File: config.mk
export PLATFORM = sky130hd
export DESIGN_NAME = wb_arbiter_flat
export DESIGN_NICKNAME = d
export VERILOG_FILES = /design/src/rtl/wb_arbiter_if.sv /design/src/rtl/wb_arbiter.sv /design/src/flat_wrapper.sv
export SDC_FILE = /design/constraint.sdc
export NUM_CORES = 1
export LEC_CHECK = 0
export CAP_MARGIN = 10
export CORE_AREA = 2 2 82 162
export DETAILED_ROUTE_END_ITERATION = 12
export DIE_AREA = 0 0 84 164
export PLACE_DENSITY = 0.76
export SKIP_CTS_REPAIR_TIMING = 1
export SYNTH_ARGS = -nofsm -noshare
export SYNTH_HDL_FRONTEND = slang
export SYNTH_SLANG_ARGS = --single-unit
File: constraint.sdc
create_clock -name clk -period 2.4 [get_ports clk]
set_clock_uncertainty 0.15 [all_clocks]
set_input_delay 0.36 -clock clk [delete_from_list [all_inputs] [get_ports clk]]
set_output_delay 0.36 -clock clk [all_outputs]
set_load 0.005 [all_outputs]
File: src/rtl/wb_arbiter_if.sv
// Writeback arbiter bus: ALU/MEM producer handshakes
// and the registered writeback port toward register_manager.
interface wb_arbiter_if #(
  parameter int XLEN  = 32,
  parameter int RADDR = 5
);
  logic             alu_v;
  logic [RADDR-1:0] alu_rd;
  logic [XLEN-1:0]  alu_data;
  logic             alu_ok;
  logic             mem_v;
  logic [RADDR-1:0] mem_rd;
  logic [XLEN-1:0]  mem_data;
  logic             mem_ok;
  logic             res_v;
  logic [RADDR-1:0] res_adr;
  logic [XLEN-1:0]  res_data;
  logic             res_ok;
  logic             grant_alu;

  modport slave (
    input  alu_v, alu_rd, alu_data,
    output alu_ok,
    input  mem_v, mem_rd, mem_data,
    output mem_ok,
    output res_v, res_adr, res_data,
    input  res_ok,
    output grant_alu
  );

  modport master (
    output alu_v, alu_rd, alu_data,
    input  alu_ok,
    output mem_v, mem_rd, mem_data,
    input  mem_ok,
    input  res_v, res_adr, res_data,
    output res_ok,
    input  grant_alu
  );
endinterface

File: src/rtl/wb_arbiter.sv
// Writeback arbiter: one holding register per producer,
// round-robin pick into a registered writeback stage.
module wb_arbiter #(
  parameter int XLEN  = 32,
  parameter int RADDR = 5
) (
  input logic        clk,
  input logic        rst,
  wb_arbiter_if.slave bus
);
  logic             r_alu_full;
  logic [RADDR-1:0] r_alu_rd;
  logic [XLEN-1:0]  r_alu_data;
  logic             r_mem_full;
  logic [RADDR-1:0] r_mem_rd;
  logic [XLEN-1:0]  r_mem_data;
  logic             r_res_v;
  logic [RADDR-1:0] r_res_adr;
  logic [XLEN-1:0]  r_res_data;
  logic             r_grant_alu;

  logic w_out_free;
  logic w_gnt_alu;
  logic w_gnt_mem;
  logic w_alu_ok;
  logic w_mem_ok;
  logic w_alu_load;
  logic w_mem_load;

  // Output slot is free when empty or being consumed.
  // On a tie the source not granted last wins.
  assign w_out_free = ~r_res_v | bus.res_ok;
  assign w_gnt_alu  = w_out_free & r_alu_full &
                      (~r_mem_full | ~r_grant_alu);
  assign w_gnt_mem  = w_out_free & r_mem_full &
                      (~r_alu_full | r_grant_alu);

  // ok depends only on state and res_ok, never on src_v.
  assign w_alu_ok = ~r_alu_full | w_gnt_alu;
  assign w_mem_ok = ~r_mem_full | w_gnt_mem;

  // rd==0 results are handshaken but dropped.
  assign w_alu_load = bus.alu_v & w_alu_ok &
                      (bus.alu_rd != '0);
  assign w_mem_load = bus.mem_v & w_mem_ok &
                      (bus.mem_rd != '0);

  assign bus.alu_ok    = w_alu_ok;
  assign bus.mem_ok    = w_mem_ok;
  assign bus.res_v     = r_res_v;
  assign bus.res_adr   = r_res_adr;
  assign bus.res_data  = r_res_data;
  assign bus.grant_alu = r_grant_alu;

  // ALU holding register: reload on accept, clear on grant.
  always_ff @(posedge clk) begin
    if (rst) begin
      r_alu_full <= 1'b0;
      r_alu_rd   <= '0;
      r_alu_data <= '0;
    end else if (w_alu_load) begin
      r_alu_full <= 1'b1;
      r_alu_rd   <= bus.alu_rd;
      r_alu_data <= bus.alu_data;
    end else if (w_gnt_alu) begin
      r_alu_full <= 1'b0;
    end
  end

  // MEM holding register: reload on accept, clear on grant.
  always_ff @(posedge clk) begin
    if (rst) begin
      r_mem_full <= 1'b0;
      r_mem_rd   <= '0;
      r_mem_data <= '0;
    end else if (w_mem_load) begin
      r_mem_full <= 1'b1;
      r_mem_rd   <= bus.mem_rd;
      r_mem_data <= bus.mem_data;
    end else if (w_gnt_mem) begin
      r_mem_full <= 1'b0;
    end
  end

  // Writeback stage: load the winner or retire on res_ok.
  always_ff @(posedge clk) begin
    if (rst) begin
      r_res_v     <= 1'b0;
      r_res_adr   <= '0;
      r_res_data  <= '0;
      r_grant_alu <= 1'b0;
    end else if (w_gnt_alu) begin
      r_res_v     <= 1'b1;
      r_res_adr   <= r_alu_rd;
      r_res_data  <= r_alu_data;
      r_grant_alu <= 1'b1;
    end else if (w_gnt_mem) begin
      r_res_v     <= 1'b1;
      r_res_adr   <= r_mem_rd;
      r_res_data  <= r_mem_data;
      r_grant_alu <= 1'b0;
    end else if (bus.res_ok) begin
      r_res_v     <= 1'b0;
    end
  end
endmodule
File: src/flat_wrapper.sv
// flat-port wrapper written by rule: the top's interface ports become plain ports
module wb_arbiter_flat 
#(
  parameter int XLEN  = 32,
  parameter int RADDR = 5
)
  (clk, rst, bus_alu_v, bus_alu_rd, bus_alu_data, bus_alu_ok, bus_mem_v, bus_mem_rd, bus_mem_data, bus_mem_ok, bus_res_v, bus_res_adr, bus_res_data, bus_res_ok, bus_grant_alu);
  wb_arbiter_if #(.XLEN(XLEN), .RADDR(RADDR)) bus_i ();
  input logic clk;
  input logic rst;
  input wire logic [$bits(bus_i.alu_v)-1:0] bus_alu_v;
  input wire logic [$bits(bus_i.alu_rd)-1:0] bus_alu_rd;
  input wire logic [$bits(bus_i.alu_data)-1:0] bus_alu_data;
  output wire logic [$bits(bus_i.alu_ok)-1:0] bus_alu_ok;
  input wire logic [$bits(bus_i.mem_v)-1:0] bus_mem_v;
  input wire logic [$bits(bus_i.mem_rd)-1:0] bus_mem_rd;
  input wire logic [$bits(bus_i.mem_data)-1:0] bus_mem_data;
  output wire logic [$bits(bus_i.mem_ok)-1:0] bus_mem_ok;
  output wire logic [$bits(bus_i.res_v)-1:0] bus_res_v;
  output wire logic [$bits(bus_i.res_adr)-1:0] bus_res_adr;
  output wire logic [$bits(bus_i.res_data)-1:0] bus_res_data;
  input wire logic [$bits(bus_i.res_ok)-1:0] bus_res_ok;
  output wire logic [$bits(bus_i.grant_alu)-1:0] bus_grant_alu;
  assign bus_i.alu_v = bus_alu_v;
  assign bus_i.alu_rd = bus_alu_rd;
  assign bus_i.alu_data = bus_alu_data;
  assign bus_alu_ok = bus_i.alu_ok;
  assign bus_i.mem_v = bus_mem_v;
  assign bus_i.mem_rd = bus_mem_rd;
  assign bus_i.mem_data = bus_mem_data;
  assign bus_mem_ok = bus_i.mem_ok;
  assign bus_res_v = bus_i.res_v;
  assign bus_res_adr = bus_i.res_adr;
  assign bus_res_data = bus_i.res_data;
  assign bus_i.res_ok = bus_res_ok;
  assign bus_grant_alu = bus_i.grant_alu;
  wb_arbiter #(.XLEN(XLEN), .RADDR(RADDR)) u_core (.clk(clk), .rst(rst), .bus(bus_i));
endmodule
==> results.md <==
* Outcome: finished clean
* Post-detail-place hpwl at 8.35 mm
* Post-synth ARST share at 0
* CP required at 1.89 ns
* Die width at 84 um
* Worst-path clk slew at 0.05 ns
* Post-Synthesis Cell Area at 5140 um^2
* # port buffers at 119
* Synth cell types at 22
* Tot Pwr at 5.17 mW
* Top-level I/O count at 120
* Longest Clk Path Bufs at 2
* Grt ovf at 0
* GP Congestion at 0.826
* Adder-Cell Fraction of Synth Area at 0
* CTS Buf Count at 17
* Placed Cells at 747
* Worst-Margin Slew at 0.423 ns
* RSZ-0062 raised after global routing: no
* Register area at 2300 um^2
* Cell count after synthesis at 511
* # nets final at 695
* Largest net degree at the start of global routing at 75
* Final min period at 2.31 ns
* Slowest cell on the critical path: clkdlybuf4s50_1
* DRC viols at 0
* Clock Sinks at 115
* Mean post-synth cell area at 10.1 um^2
* Top post-synthesis cells by area: dfxtp_1 (45%), mux2i_1 (21%), nand2b_1 (18%), a211oi_1 (5.4%), nor2_1 (2.9%)
* F_max at 434 MHz
* Number of synthesized register bits at 115
* First-pass GRT wire length at 19.7 mm
* Multi-input logic area at 2610 um^2
* Die Span Y at 164 um
* Min-Delay Path Class: input pin to register
* Initial drt markers at 138
* Largest delay share family, worst path: buffers and inverters
* Initial Utilization at 0.410
* Post-synth net total at 590
* Crit path cell chain: clkdlybuf4s50_1, nand2b_1, nand2_1, nand2_1, clkdlybuf4s50_1
* Warnings, synthesis at 0
* # H-tree levels at 4
* Synth-to-Final Area Change at 35.5%
* Routed wire length at 12.1 mm
* CTS root buf: clkbuf_16
* Worst EP arrival at 1.80 ns
* Post-synth top area cell: dfxtp_1
* Layout cells sized above 1 at 0.0735
* DR vias/cell at 5.01
* Crit path buf inv count at 2
* Total number of vias at 3,892
* Post-synth top area share at 0.448
* Core area at 12,600 um^2
* Complex-gate fraction of the synthesized area at 0.0681
* Max-slew violations at 0
* Initial antenna violation count at 0
* Synth Flop Type: dfxtp_1
* Leakage power at 2.88 nW
* CP Class: input pin to primary output
* Final hold viol count at 0
* Vias in the first global route at 4,089
* TNS Setup at 0 ns
* Critical path peak fanout at 5
* Largest stage delay on the critical path at 0.50 ns
* Post-synthesis sequential area ratio at 0.448
* Synth Area in Simple Gates at 0.224
* Final Cycle Share at 0.961
* Die ar. at 13,800 um^2
* Final setup violation count at 0
* Worst vdd rail ir drop at 571 uV
* Worst-skew pair later-pin latency at 0.40 ns
* # fillers at 1,129
* Max Cap Viol at 0
* Xor and xnor area share after synthesis at 0
* Final non-filler cell total at 777
* Worst slew margin relative to its limit at 0.718
* CTS tree: built
* EDFF count, synth at 0
* Mux contribution to synthesized area at 0.210
* Crit. End Element: primary output
* Drt pass-1 iters at 4
* All-Layer GR Usage at 0.182
* Crit start category: input pin
* Post-route ant nets at 0
* Largest family of logic cells by synthesized area: simple AND/OR/NAND/NOR gates
* Pwr per Cell Area at 743 nW/um^2
* Row count at 58
* Post-DR wirelength/cell at 15.6 um
[path summary, 6_finish.rpt]
kind                                      start                                  to  slack [ns]  depth (start not counted)
max                                  bus_res_ok                          bus_alu_ok        0.09                          5
min                                         rst   u_core.bus.grant_alu$_SDFFE_PP0P_        0.23                          2
max reg2reg      u_core.r_alu_full$_SDFFE_PP0P_   u_core.r_mem_data[6]$_SDFFE_PP0P_        0.56                          5
min reg2reg  u_core.r_mem_data[26]$_SDFFE_PP0P_  u_core.r_mem_data[26]$_SDFFE_PP0P_        0.32                          2
[worst register-to-register path: stages (launching register included)]
cell and delay, ns:
dfxtp_1 0.37, nor2b_1 0.18, o21ai_2 0.27, nor2b_4 0.23, buf_12 0.28, mux2i_1 0.29
[placed cells by master (no fill, tap or decap)]
master	netlist	layout
nand4b_1	3	3
a22oi_1	1	1
clkbuf_1	26	1
clkbuf_16	0	17
clkbuf_8	0	5
diode_2	0	1
a21oi_1	3	3
nand2_1	4	4
nor2b_4	0	1
dfxtp_1	115	115
nand3_2	0	1
clkdlybuf4s50_1	0	118
nor2_1	40	39
or2b_1	1	1
nand2b_1	145	145
mux2i_1	108	108
o21ai_2	3	3
buf_4	4	2
clkinv_2	0	6
buf_12	3	7
or4_4	2	2
o21ai_1	3	3
a211oi_1	37	37
nor2_4	0	1
a21oi_4	0	1
nor2b_1	3	2
[cell families after synthesis]
| kind of cell | Yosys count |
|---|---|
| AND/OR/NAND/NOR | 199 |
| buffers and inverters | 41 |
| flip-flops | 115 |
| multiplexers | 108 |
| AO/OA/AOI/OAI | 48 |
[synthesized netlist by cell type, types with 3 or more instances]
library cell and instances:
dfxtp_1 115, nand4b_1 3, buf_6 5, nand2b_1 145, a211oi_1 37, o21ai_1 3
mux2i_1 108, nor2_1 40, buf_4 4, nor2b_1 3, a21oi_1 3, clkbuf_1 26
buf_12 3, nand2_1 4, o21ai_2 3
[flip-flops by register name, summed over array words and instances (netlist names)]
register,cells
u_core.r_alu_rd,5
u_core.bus.res_data,32
u_core.bus.res_adr,5
u_core.r_alu_data,32
u_core.bus.grant_alu,1
u_core.r_alu_full,1
u_core.bus.res_v,1
u_core.r_mem_data,32
u_core.r_mem_rd,5
u_core.r_mem_full,1
[layout make-up]
cell class	count	area share
well taps	150	0.0269
diodes	1	0.000359
multi-input cells	355	0.375
repair buffers	127	0.192
clock inverters	6	0.00431
clock buffers	23	0.0715
flip-flops and latches	115	0.330
[stage by stage]
stage / util / hold slack, ns / instance area [um^2] / worst slack (ns)
after floorplan: - / 0.292 / 5140 / 0.664
after global placement: 0.513 / 0.303 / 6440 / 0.105
after detailed placement: 0.513 / 0.314 / 6440 / 0.0894
after CTS: 0.555 / 0.223 / 6970 / 0.0875
after global routing: 0.555 / 0.264 / 6970 / 0.0231
final: 0.555 / 0.234 / 6970 / 0.0943
[report_power, final]
| group | switching [mW] | internal (mW) |
|---|---|---|
| Combinational | 0.326 | 0.455 |
| Clock | 0.812 | 1.42 |
| Sequential | 0.0898 | 2.07 |
| Total | 1.23 | 3.95 |
[per-layer routing]
layer | vias to the layer above | GRT usage | share of wire | wire length, um
met2 | 98 | 0.336 | 0.55 | 6620
li1 | 1937 | - | - | -
met1 | 1824 | 0.182 | 0.37 | 4540
met5 | - | 0 | 0 | 0
met4 | 0 | 0.109 | 0.045 | 540
met3 | 33 | 0.0452 | 0.035 | 424
Note: power is estimated with default switching activity, not from simulation.
==> edit, RTL diff (same flow settings) <==
Reset style: asynchronous (`rst`), changed in 3 clocked blocks.
--- a/src/rtl/wb_arbiter.sv
+++ b/src/rtl/wb_arbiter.sv
@@ -53,7 +53,7 @@
   assign bus.grant_alu = r_grant_alu;
 
   // ALU holding register: reload on accept, clear on grant.
-  always_ff @(posedge clk) begin
+  always_ff @(posedge clk or posedge rst) begin
     if (rst) begin
       r_alu_full <= 1'b0;
       r_alu_rd   <= '0;
@@ -68,7 +68,7 @@
   end
 
   // MEM holding register: reload on accept, clear on grant.
-  always_ff @(posedge clk) begin
+  always_ff @(posedge clk or posedge rst) begin
     if (rst) begin
       r_mem_full <= 1'b0;
       r_mem_rd   <= '0;
@@ -83,7 +83,7 @@
   end
 
   // Writeback stage: load the winner or retire on res_ok.
-  always_ff @(posedge clk) begin
+  always_ff @(posedge clk or posedge rst) begin
     if (rst) begin
       r_res_v     <= 1'b0;
       r_res_adr   <= '0;
Check against the original RTL: differs if rst is asserted again (counterexample within 4 cycles, from zero or initial values and one cycle with rst high); with rst held inactive, the same outputs for 10 cycles.
==> edit against the original RTL <==
Synthesized cell count shrank 32%; area after synthesis shrank 7.0%; worst setup slack lost 0.027 ns; routed wire length shrank 6.3%; first-iteration DRC count grew 17%; sequential cell count is the same; die area is the same; non-clock buffer count grew 1; final area shrank 3.8%.
Power is not compared: it rests on default switching activity, and its combinational part moved more than twofold at a synthesized area within 25%.
==> edit: results <==
set metrics [dict create \
    grtUsageTotal_pct 17.46 \
    nFillCells 1093 \
    setup_ws_ns 0.06707 \
    synth_nets 425 \
    synth.area.mux_share_pct 25.15 \
    critPathMaxStageDelay_ns 0.54 \
    r2r_setup_slack_ns 0.39 \
    synth-main-ff-cell "dfrtp_1" \
    fin_area_sq_mm 0.006705 \
    synth_cells 346 \
    first_iter_violations 162 \
    hp-class "input pin to async pin" \
    use_met3_pct 5.276 \
    grt_max_degree 53 \
    grt_pass1_wl_um 18080 \
    pre_cts_ws_ns 0.02776 \
    crit_path_end "bus_mem_ok" \
    place_inst 605 \
    placed_cell_area_sq_mm 0.006183 \
    slew_headroom_pct 31.88 \
    met1Wirelength_um 4037 \
    critPathArrivalTime_ns 1.82 \
    status "complete, no violations" \
    r2r_cells 3 \
    dr_wl_met3_um 491 \
    place_hpwl_um 8009 \
    synth_common_cells "dfrtp_1, nand2_1, o21ai_0" \
    grt_pass1_vias 3550 \
    vias 3170 \
    startpoint_type "flop" \
    worstReg2RegStart "u_core.r_alu_full" \
    drive_gt1_share_pct 22.20 \
    ys_seq_area_share_pct 60.13 \
    netlist_top_cells_area "dfrtp_1, mux2_4, mux2_2" \
    r2r_end "u_core.bus.res_data[24]" \
    synth_compound_area_share_pct 6.588 \
    synth_cell_types 28 \
]
-- edit: changes by cell type after synthesis, sizes merged, moves of 18 or more --
cell	delta
a211oi	-37
clkbuf	-18
dfrtp	+115
dfxtp	-115
mux2	+64
mux2i	-71
nand2	+39
nand2b	-144
nor2	-39
o21ai	+35
-- edit: worst min-delay path by stage --
stage                              end  depth (start not counted)
5_1_grt        u_core.bus.res_data[28]                          2
3_5_place_dp   u_core.bus.res_data[31]                          2
3_3_place_gp   u_core.bus.res_data[26]                          2
6_report       u_core.bus.res_data[28]                          2
4_1_cts        u_core.bus.res_data[28]                          2
2_1_floorplan       u_core.r_alu_rd[0]                          1
-- edit: cell type report --
type / count / share of cell area, %
Sequential cell: 115 / 42.92
Multi-Input combinational cell: 211 / 26.67
Timing Repair Buffer: 128 / 19.89
Clock buffer: 21 / 7.016
Tap cell: 150 / 2.799
Clock inverter: 6 / 0.5225
Inverter: 1 / 0.1120
Antenna cell: 2 / 0.07464
